<file path="src/rtl/sys_io_pkg.sv">
// Shared types and constants for the controller serial receiver.
// Optional feature macro: CTRL_CHECKSUM_EN adds a trailing XOR checksum byte
// and the CHECK state that validates it.
package sys_io_pkg;

  localparam logic [7:0] CTRL_HEADER_DEFAULT = 8'hA5;
  localparam int         CTRL_PAYLOAD_BYTES  = 3;

  typedef struct packed {
    logic [7:0] buttons;
    logic [7:0] joystick_x;
    logic [7:0] joystick_y;
  } controller_state_t;

  typedef enum logic [1:0] {
    RX_HUNT    = 2'd0,
`ifdef CTRL_CHECKSUM_EN
    RX_PAYLOAD = 2'd1,
    RX_CHECK   = 2'd2
`else
    RX_PAYLOAD = 2'd1
`endif
  } rx_state_t;

`ifdef CTRL_CHECKSUM_EN
  function automatic logic [7:0] ctrl_checksum(input controller_state_t s);
    return s.buttons ^ s.joystick_x ^ s.joystick_y;
  endfunction
`endif

endpackage

</file>
<file path="src/rtl/sync_edge_detect.sv">
// Two-flop synchronizer for an asynchronous input plus a rising-edge pulse
// derived from the synchronized level.
module sync_edge_detect (
  input  logic clk,
  input  logic rst,
  input  logic raw,
  output logic sync,
  output logic rise
);

  logic meta;
  logic sync_q;
  logic prev;

  // Metastability chain and one-cycle history of the synchronized level
  always_ff @(posedge clk) begin
    if (rst) begin
      meta   <= 1'b0;
      sync_q <= 1'b0;
      prev   <= 1'b0;
    end else begin
      meta   <= raw;
      sync_q <= meta;
      prev   <= sync_q;
    end
  end

  assign sync = sync_q;
  assign rise = sync_q & ~prev;

endmodule

</file>
<file path="src/rtl/controller_spi_rx.sv">
// Serial receiver for a game controller: assembles MSB-first bytes from an
// asynchronous clock/data pair, frames HEADER + buttons/X/Y packets and
// publishes them atomically with a one-cycle packet_valid pulse.
// Optional feature macro: CTRL_CHECKSUM_EN (fourth payload byte = XOR of the
// three data bytes, mismatches are counted as frame errors).
module controller_spi_rx
  import sys_io_pkg::*;
#(
  parameter int         TIMEOUT_CYCLES = 10000,
  parameter logic [7:0] HEADER         = CTRL_HEADER_DEFAULT
) (
  input  logic       clk_in,
  input  logic       rst_in,
  input  logic       chip_clk_raw,
  input  logic       chip_data_raw,
  output logic [7:0] buttons,
  output logic [7:0] joystick_x,
  output logic [7:0] joystick_y,
  output logic       packet_valid,
  output logic [7:0] last_raw_byte,
  output logic [7:0] frame_errors
);

  localparam int               IDLE_W   = $clog2(TIMEOUT_CYCLES + 1);
  localparam logic [IDLE_W-1:0] IDLE_MAX = IDLE_W'(TIMEOUT_CYCLES);
  localparam logic [1:0]       LAST_IDX = 2'(CTRL_PAYLOAD_BYTES - 1);

  function automatic logic [7:0] sat_inc8(input logic [7:0] v);
    return (v == 8'hFF) ? v : v + 8'd1;
  endfunction

  logic serial_clk_sync_unused;
  logic serial_clk_rise;
  logic serial_data;
  logic serial_data_rise_unused;

  logic [2:0]        bit_cnt;
  logic [7:0]        shift_q;
  logic [IDLE_W-1:0] idle_cnt;
  logic [7:0]        raw_byte_q;
  logic [7:0]        byte_next;
  logic              byte_done;
  logic              timeout;

  rx_state_t         state;
  logic [1:0]        idx;
  controller_state_t shadow;
  controller_state_t out_q;
  logic              valid_q;
  logic [7:0]        errors_q;

  sync_edge_detect u_clk_sync (
    .clk  (clk_in),
    .rst  (rst_in),
    .raw  (chip_clk_raw),
    .sync (serial_clk_sync_unused),
    .rise (serial_clk_rise)
  );

  sync_edge_detect u_data_sync (
    .clk  (clk_in),
    .rst  (rst_in),
    .raw  (chip_data_raw),
    .sync (serial_data),
    .rise (serial_data_rise_unused)
  );

  // Both paths share the same synchronizer latency, so serial_data is the bit
  // that was present when the serial clock rose.
  assign byte_next = {shift_q[6:0], serial_data};
  assign byte_done = serial_clk_rise && (bit_cnt == 3'd7);
  // An edge on the timeout cycle wins: it is sampled instead of aborting.
  assign timeout   = (idle_cnt == IDLE_MAX) && !serial_clk_rise;

  // Bit assembly, idle watchdog and raw byte capture
  always_ff @(posedge clk_in) begin
    if (rst_in) begin
      bit_cnt    <= 3'd0;
      shift_q    <= 8'd0;
      idle_cnt   <= '0;
      raw_byte_q <= 8'd0;
    end else if (serial_clk_rise) begin
      bit_cnt  <= bit_cnt + 3'd1;
      shift_q  <= byte_next;
      idle_cnt <= '0;
      if (bit_cnt == 3'd7) begin
        raw_byte_q <= byte_next;
      end
    end else begin
      if (idle_cnt != IDLE_MAX) begin
        idle_cnt <= idle_cnt + 1'b1;
      end
      if (timeout) begin
        bit_cnt <= 3'd0;
        shift_q <= 8'd0;
      end
    end
  end

  // Payload bytes staged here so partial packets never reach the outputs
  always_ff @(posedge clk_in) begin
    if (byte_done && state == RX_PAYLOAD) begin
      case (idx)
        2'd0:    shadow.buttons    <= byte_next;
        2'd1:    shadow.joystick_x <= byte_next;
        default: shadow.joystick_y <= byte_next;
      endcase
    end
  end

  // Packet framing FSM with registered outputs; commit lands on the same
  // clock edge that captures the final raw byte
  always_ff @(posedge clk_in) begin
    if (rst_in) begin
      state    <= RX_HUNT;
      idx      <= 2'd0;
      out_q    <= '0;
      valid_q  <= 1'b0;
      errors_q <= 8'd0;
    end else begin
      valid_q <= 1'b0;
      if (timeout && state != RX_HUNT) begin
        state    <= RX_HUNT;
        errors_q <= sat_inc8(errors_q);
      end else if (byte_done) begin
        case (state)
          RX_HUNT: begin
            if (byte_next == HEADER) begin
              state <= RX_PAYLOAD;
              idx   <= 2'd0;
            end
          end
          RX_PAYLOAD: begin
            if (idx == LAST_IDX) begin
`ifdef CTRL_CHECKSUM_EN
              state <= RX_CHECK;
`else
              out_q   <= '{buttons:    shadow.buttons,
                           joystick_x: shadow.joystick_x,
                           joystick_y: byte_next};
              valid_q <= 1'b1;
              state   <= RX_HUNT;
`endif
            end else begin
              idx <= idx + 2'd1;
            end
          end
`ifdef CTRL_CHECKSUM_EN
          RX_CHECK: begin
            if (byte_next == ctrl_checksum(shadow)) begin
              out_q   <= shadow;
              valid_q <= 1'b1;
            end else begin
              errors_q <= sat_inc8(errors_q);
            end
            state <= RX_HUNT;
          end
`endif
          default: state <= RX_HUNT;
        endcase
      end
    end
  end

  assign buttons       = out_q.buttons;
  assign joystick_x    = out_q.joystick_x;
  assign joystick_y    = out_q.joystick_y;
  assign packet_valid  = valid_q;
  assign last_raw_byte = raw_byte_q;
  assign frame_errors  = errors_q;

endmodule

</file>
<file path="config.mk">
export PLATFORM = sky130hd
export DESIGN_NAME = controller_spi_rx
export DESIGN_NICKNAME = d
export VERILOG_FILES = /design/src/rtl/sys_io_pkg.sv /design/src/rtl/sync_edge_detect.sv /design/src/rtl/controller_spi_rx.sv
export SDC_FILE = /design/constraint.sdc
export NUM_CORES = 1
export LEC_CHECK = 0
export CORE_MARGIN = 3
export CORE_UTILIZATION = 54
export CTS_CLUSTER_SIZE = 30
export DETAILED_ROUTE_END_ITERATION = 7
export MAX_ROUTING_LAYER = met4
export PLACE_DENSITY = 0.74
export SLEW_MARGIN = 20
export SYNTH_ARGS = -nofsm -noshare
export SYNTH_HDL_FRONTEND = slang
export SYNTH_SLANG_ARGS = --single-unit
</file>
<file path="constraint.sdc">
create_clock -name clk_in -period 2.12 [get_ports clk_in]
set_clock_uncertainty 0.2 [all_clocks]
set_input_delay 0.424 -clock clk_in [delete_from_list [all_inputs] [get_ports clk_in]]
set_output_delay 0.424 -clock clk_in [all_outputs]
set_load 0.005 [all_outputs]
</file>
After elaboration in Yosys (flattened, before gate mapping):

Cells that the tools add are included.

* flip-flop bits (word level): 90
* output and inout bits: 41
* word-level logic and storage cells: 70

* $add $sub $neg: 4
* equality and inequality tests: 11
* multiplexer cells: 11
* bitwise operators: 6
* reduce and logical (&&, ||, !) cells: 20

Operators by type and width (number)
* $eq 8x8->1 const B: 2
* $add 14x1->14 const B: 1
* $eq 14x14->1 const B: 1
* $mux 7: 2
* $ne 14x14->1 const B: 1
* $add 8x1->8 const B: 1
* $mux 2: 4
* $pmux 2 s2: 2
* $reduce_and 2->1: 4
* $mux 3: 2
* $reduce_bool 2->1: 3
* $not 1->1: 5
* $reduce_and 5->1: 1
* $eq 2x1->1 const B: 2
* $logic_and 1x1->1: 4
* $logic_not 2->1: 2
* $ne 2x2->1 const B: 2
* $reduce_and 4->1: 1
* $reduce_or 2->1: 2
* $reduce_or 4->1: 1
* $add 3x1->3 const B: 1
* $eq 3x3->1 const B: 1
* $reduce_and 3->1: 1
* $add 2x1->2 const B: 1
* 5 further kinds: 5

Logic depth before layout (Yosys ltp):

Gate-level depths: netlist of run 1.

* depth after elaboration: 7
* gate-level depth with buffers: 8

By module:

From an unflattened synthesis of run 1, not the netlist that was laid out.

* cells, all modules: 354
* area, all modules: 3454.6 sq um

By module, submodules not included
* controller_spi_rx: times used 1, cells an instance 340, area each 3279.4 sq um, seq. area each 1841.8 sq um
* sync_edge_detect: times used 2, cells an instance 7, area each 87.6 sq um, seq. area each 60.1 sq um

Worst setup path before layout of run 1:

No wires, ideal clock.

* path kind: reg2reg
* start: register bit_cnt[0]
* end: register out_q (netlist bit buttons[1])
* library setup time: 0.070 ns
* arrival time: 1.554 ns
* slack: 0.296 ns
* stages on the path, launching flop included: 8
* path buffers: 1
* clock period less this slack: 1.824 ns
* cell sequence: dfxtp_1 > ha_1 > ha_1 > and3b_1 > nand3_1 > clkbuf_1 > nand2_1 > a21oi_1

* word-level cells in the longest chain between the ends: 3

Ends and longest elaborated chain
* from (decl): RTL line controller_spi_rx.sv:37 `logic [2:0] bit_cnt;`
* from (signal assigned): RTL line controller_spi_rx.sv:83 `bit_cnt <= bit_cnt + 3'd1;`
* $eq 3x3->1: RTL line controller_spi_rx.sv:71 `assign byte_done = serial_clk_rise && (bit_cnt == 3'd7);`
* $logic_and 1x1->1: RTL line controller_spi_rx.sv:71
* $reduce_and 4->1 (no line)
* to (signal assigned): RTL line controller_spi_rx.sv:138 `out_q <= '{buttons: shadow.buttons,`
* to (decl): RTL line controller_spi_rx.sv:48 `controller_state_t out_q;`

Every way passes these cells.
A chain may end at the register's enable or synchronous reset.

Final worst setup path of run 1:

* start: register idle_cnt[0]
* end: register errors_q[0] (netlist: frame_errors[0])

* word-level cells in the longest chain between the ends: 4

Ends and longest elaborated chain
* from (decl): RTL line controller_spi_rx.sv:39 `logic [IDLE_W-1:0] idle_cnt;`
* from (signal assigned): RTL line controller_spi_rx.sv:91 `idle_cnt <= idle_cnt + 1'b1;`
* $eq 14x14->1: RTL line controller_spi_rx.sv:73 `assign timeout = (idle_cnt == IDLE_MAX) && !serial_clk_rise;`
* $logic_and 1x1->1: RTL line controller_spi_rx.sv:73
* $logic_and 1x1->1: RTL line controller_spi_rx.sv:122 `if (timeout && state != RX_HUNT) begin`
* $reduce_and 2->1 (no line)
* to (signal assigned): RTL line controller_spi_rx.sv:124 `errors_q <= sat_inc8(errors_q);`
* to (decl): RTL line controller_spi_rx.sv:50 `logic [7:0] errors_q;`

Every way passes these cells.

==> flow_summary.ini, run 1 <==
[drt]
dr.pass1.iters = 4
drt-initial-drc-count = 140
vias_per_cell = 5.46
routedWlPerCell_um = 13.5
finalWirelength_mm = 6.84
antenna_left = 0
vias = 2763
drc = 0

[setup_path]
r2r_slack_ns = 0.12
r2r_cells = 6
crit_fanout = 8
worst-path-buf-inv = 1
arrival_ns = 2.08
cp-start-kind = flip-flop
r2r_end = frame_errors[0]
crit_type = flip-flop to flip-flop
cpPeakStageDelay_ns = 0.51
crit_chain = inv_1 > ha_1 > nor4b_4 > nand4_4 > or4_1 > a21oi_1
r2r-start = idle_cnt[0]
cp-end-kind = flip-flop
path_delay_family = simple AND/OR/NAND/NOR gates
worstPathRequired_ns = 2.20
crit_slowest_cell = or4_1

[logic_synthesis]
syn_inst = 377
ys_types = 38
synth_top_area_share_pct = 42.2
syn-num-nets = 389
ys_top_cells_by_area = dfxtp_1, edfxtp_1, nand2_1
avgSynthCellArea_um2 = 9.19
synth-seq-cells = 89
ys_seq_area_share_pct = 56.1
ys_warn_count = 0
synth_top_area_cell = dfxtp_1
muxShareOfSynthArea_pct = 0
synth-simple-area-share_pct = 24.6
synth_area_um2 = 3460
synth_fa_ha_area_share_pct = 2.89
synth_top_family_by_area = simple AND/OR/NAND/NOR gates
synth_xor_xnor_area_share_pct = 2.53
synth_compound_area_share_pct = 10.9

[clocking]
cts-hold-fix-buffers = 0
h-tree-depth = 3
cts-root-buf = clkbuf_8
cts_num_sinks = 89
path_clk_slew_ns = 0.09
numCtsBuffers = 9
clockBufferDepth = 2
cts_tree = yes
clock_latency_ns = 0.36

[global_route]
grt_usage_pct = 20.6
grt_pass1_vias = 2492
antenna_found_initial = 0
grt_max_degree = 38
grt_first_pass_wirelength_mm = 11.7
globalRouteOverflowTotal = 0

[final_layout]
area_growth_pct = 23.5
final_cell_mix = nand2_1, dfxtp_1, a21oi_1, clkdlybuf4s50_1, nand3_1
fin_area_um2 = 4280
layout.cells.non_filler = 506
layout_commonest_cell = nand2_1
drive_gt1_share_pct = 7.89
fin_nets = 438
antenna_cells = 0
final.fill_count = 495

[power]
seqPwrFrac_pct = 55.3
netSwitchingFraction_pct = 20.6
powerDensity_nw_per_um2 = 733
intPower_w = 0.00249
p_total_w = 0.00314
p_sw_w = 0.000647
p_clk_share_pct = 42.6
peakVddDrop_v = 0.000496
power_frac_comb_pct = 2.1
leakagePower_nw = 1.42

[floorplanning]
coreArea_um2 = 6060
io_pins = 45
die_x_um = 86.1
start_util_pct = 57.1
die_h_um = 86.1
dieArea_um2 = 7410
rows = 28

[sta]
period_share_pct = 94.3
rsz0062_at_grt = no
finalSetupViolCount = 0
fin_crit_ns = 2.00
tns_ns = 0
worst_pin_slew_ns = 0.525
fmax_ghz = 0.500
max_slew_margin_pct = 65.0
drv_slew = 0
holdWs_ns = 0.245
hold_viol = 0

[min_path]
hp-start = u_clk_sync.meta
hold_depth = 1
hold_end = u_clk_sync.sync
min_path_type = flip-flop to flip-flop

[placed_design]
dpl-instance-area_um2 = 3990
io_buffers = 44
dp.cells = 485
hpwlAfterDp_mm = 4.50
place_congestion = 0.798

[run]
drv_cap = 0

[run_status]
status = completed
repair_timing:
action | CTS | global route
resized for setup | 2 | 1
cloned | 0 | 0
buffers inserted | 0 | 5
hold endpoints to repair | 0 | 0
setup endpoints to repair | 2 | 1
pin swaps | 0 | 1
stage by stage:
| stage | worst slack [ns] | utilization (%) |
|---|---|---|
| floorplan | 0.296 | - |
| global placement | 0.0826 | 65.8 |
| detailed placement | -0.00796 | 65.8 |
| CTS | 0.0512 | 69.9 |
| global route | 0.00587 | 70.6 |
| finish | 0.120 | 70.6 |
flip-flops by register name, indices dropped and copies added, names as in the netlist, 7 cells and up:
signal,flops
shift_q,7
joystick_x,8
frame_errors,8
last_raw_byte,8
buttons,8
joystick_y,8
idle_cnt,14
shadow,16
worst register-to-register path, delay by kind of cell, from the launching register on:
kind / cells / cell delay [ns]
buf+inv: 1 / 0.08
fa+ha+maj: 1 / 0.15
simple gates: 3 / 0.98
flops: 1 / 0.36
compound gates: 1 / 0.17
area by class of cell:
cell class	instances	area [µm²]	area share, %
Tap cell	75	93.8	2.19
Timing Repair Buffer	57	546	12.8
Multi-Input combinational cell	262	1430	33.4
Clock inverter	5	85.1	1.99
Sequential cell	89	1940	45.4
Inverter	7	26.3	0.614
Clock buffer	11	153	3.57
power groups by stage:
stage,clock network [W],registers (W),logic (W)
final,0.00134,0.00173,0.0000649
after global routing,0.00143,0.00174,0.0000732
after CTS,0.00136,0.00173,0.0000655
after detailed placement,0,0.00177,0.0000646
after global placement,0,0.00177,0.0000627
after floorplan,0,0.00177,0.0000473
logic make-up after synthesis:
| group | after synthesis |
|---|---|
| compound gates | 69 |
| xor+xnor | 10 |
| fa+ha+maj | 8 |
| buf+inv | 26 |
| flops | 89 |
| simple gates | 175 |
metal layers:
metal	GRT usage [%]	wire (µm)
met1	25.2	3200
met2	32.9	3290
met3	3.84	203
met4	10.1	154
met5	-	0
how the worst max path moves through the flow:
| stage | end | startpoint | slack [ns] | cells past startpoint |
|---|---|---|---|---|
| 2_1_floorplan | buttons[1] | bit_cnt[0] | 0.30 | 7 |
| 3_3_place_gp | buttons[7] | bit_cnt[0] | 0.08 | 6 |
| 3_5_place_dp | buttons[4] | bit_cnt[0] | -0.008 | 6 |
| 4_1_cts | frame_errors[0] | idle_cnt[0] | 0.05 | 6 |
| 5_1_grt | frame_errors[0] | idle_cnt[1] | 0.006 | 6 |
| 6_report | frame_errors[0] | idle_cnt[0] | 0.12 | 6 |
cells in the mapped netlist:
cell type  instances
a211oi_1           2
a21oi_1           53
a311oi_1           1
a31o_2             1
a31oi_1            5
and2_1             1
and3_1             6
and3b_1            3
and4_1             2
and4b_1            1
buf_2              3
clkbuf_1          16
dfxtp_1           73
edfxtp_1          16
ha_1               8
inv_1              7
nand2_1           83
nand2b_1           5
nand3_1           21
nand3b_1           1
nand4_1            6
nand4_2            1
nand4b_1           1
nor2_1            20
nor2b_1            8
nor3_1             7
nor3b_1            1
nor4_1             3
nor4b_4            1
nor4bb_1           1
o21ai_0            2
o31a_1             1
o31ai_1            3
o41ai_1            1
or3_1              1
or4_1              2
xnor2_1            5
xor2_1             5
Note: power is estimated with default switching activity, not from simulation.
==> run 2: changes to the inputs <==
HOLD_SLACK_MARGIN = 0.12   (was default)
==> results of run 2 <==
Final layout, timing and power as in run 1 (identical DEF).
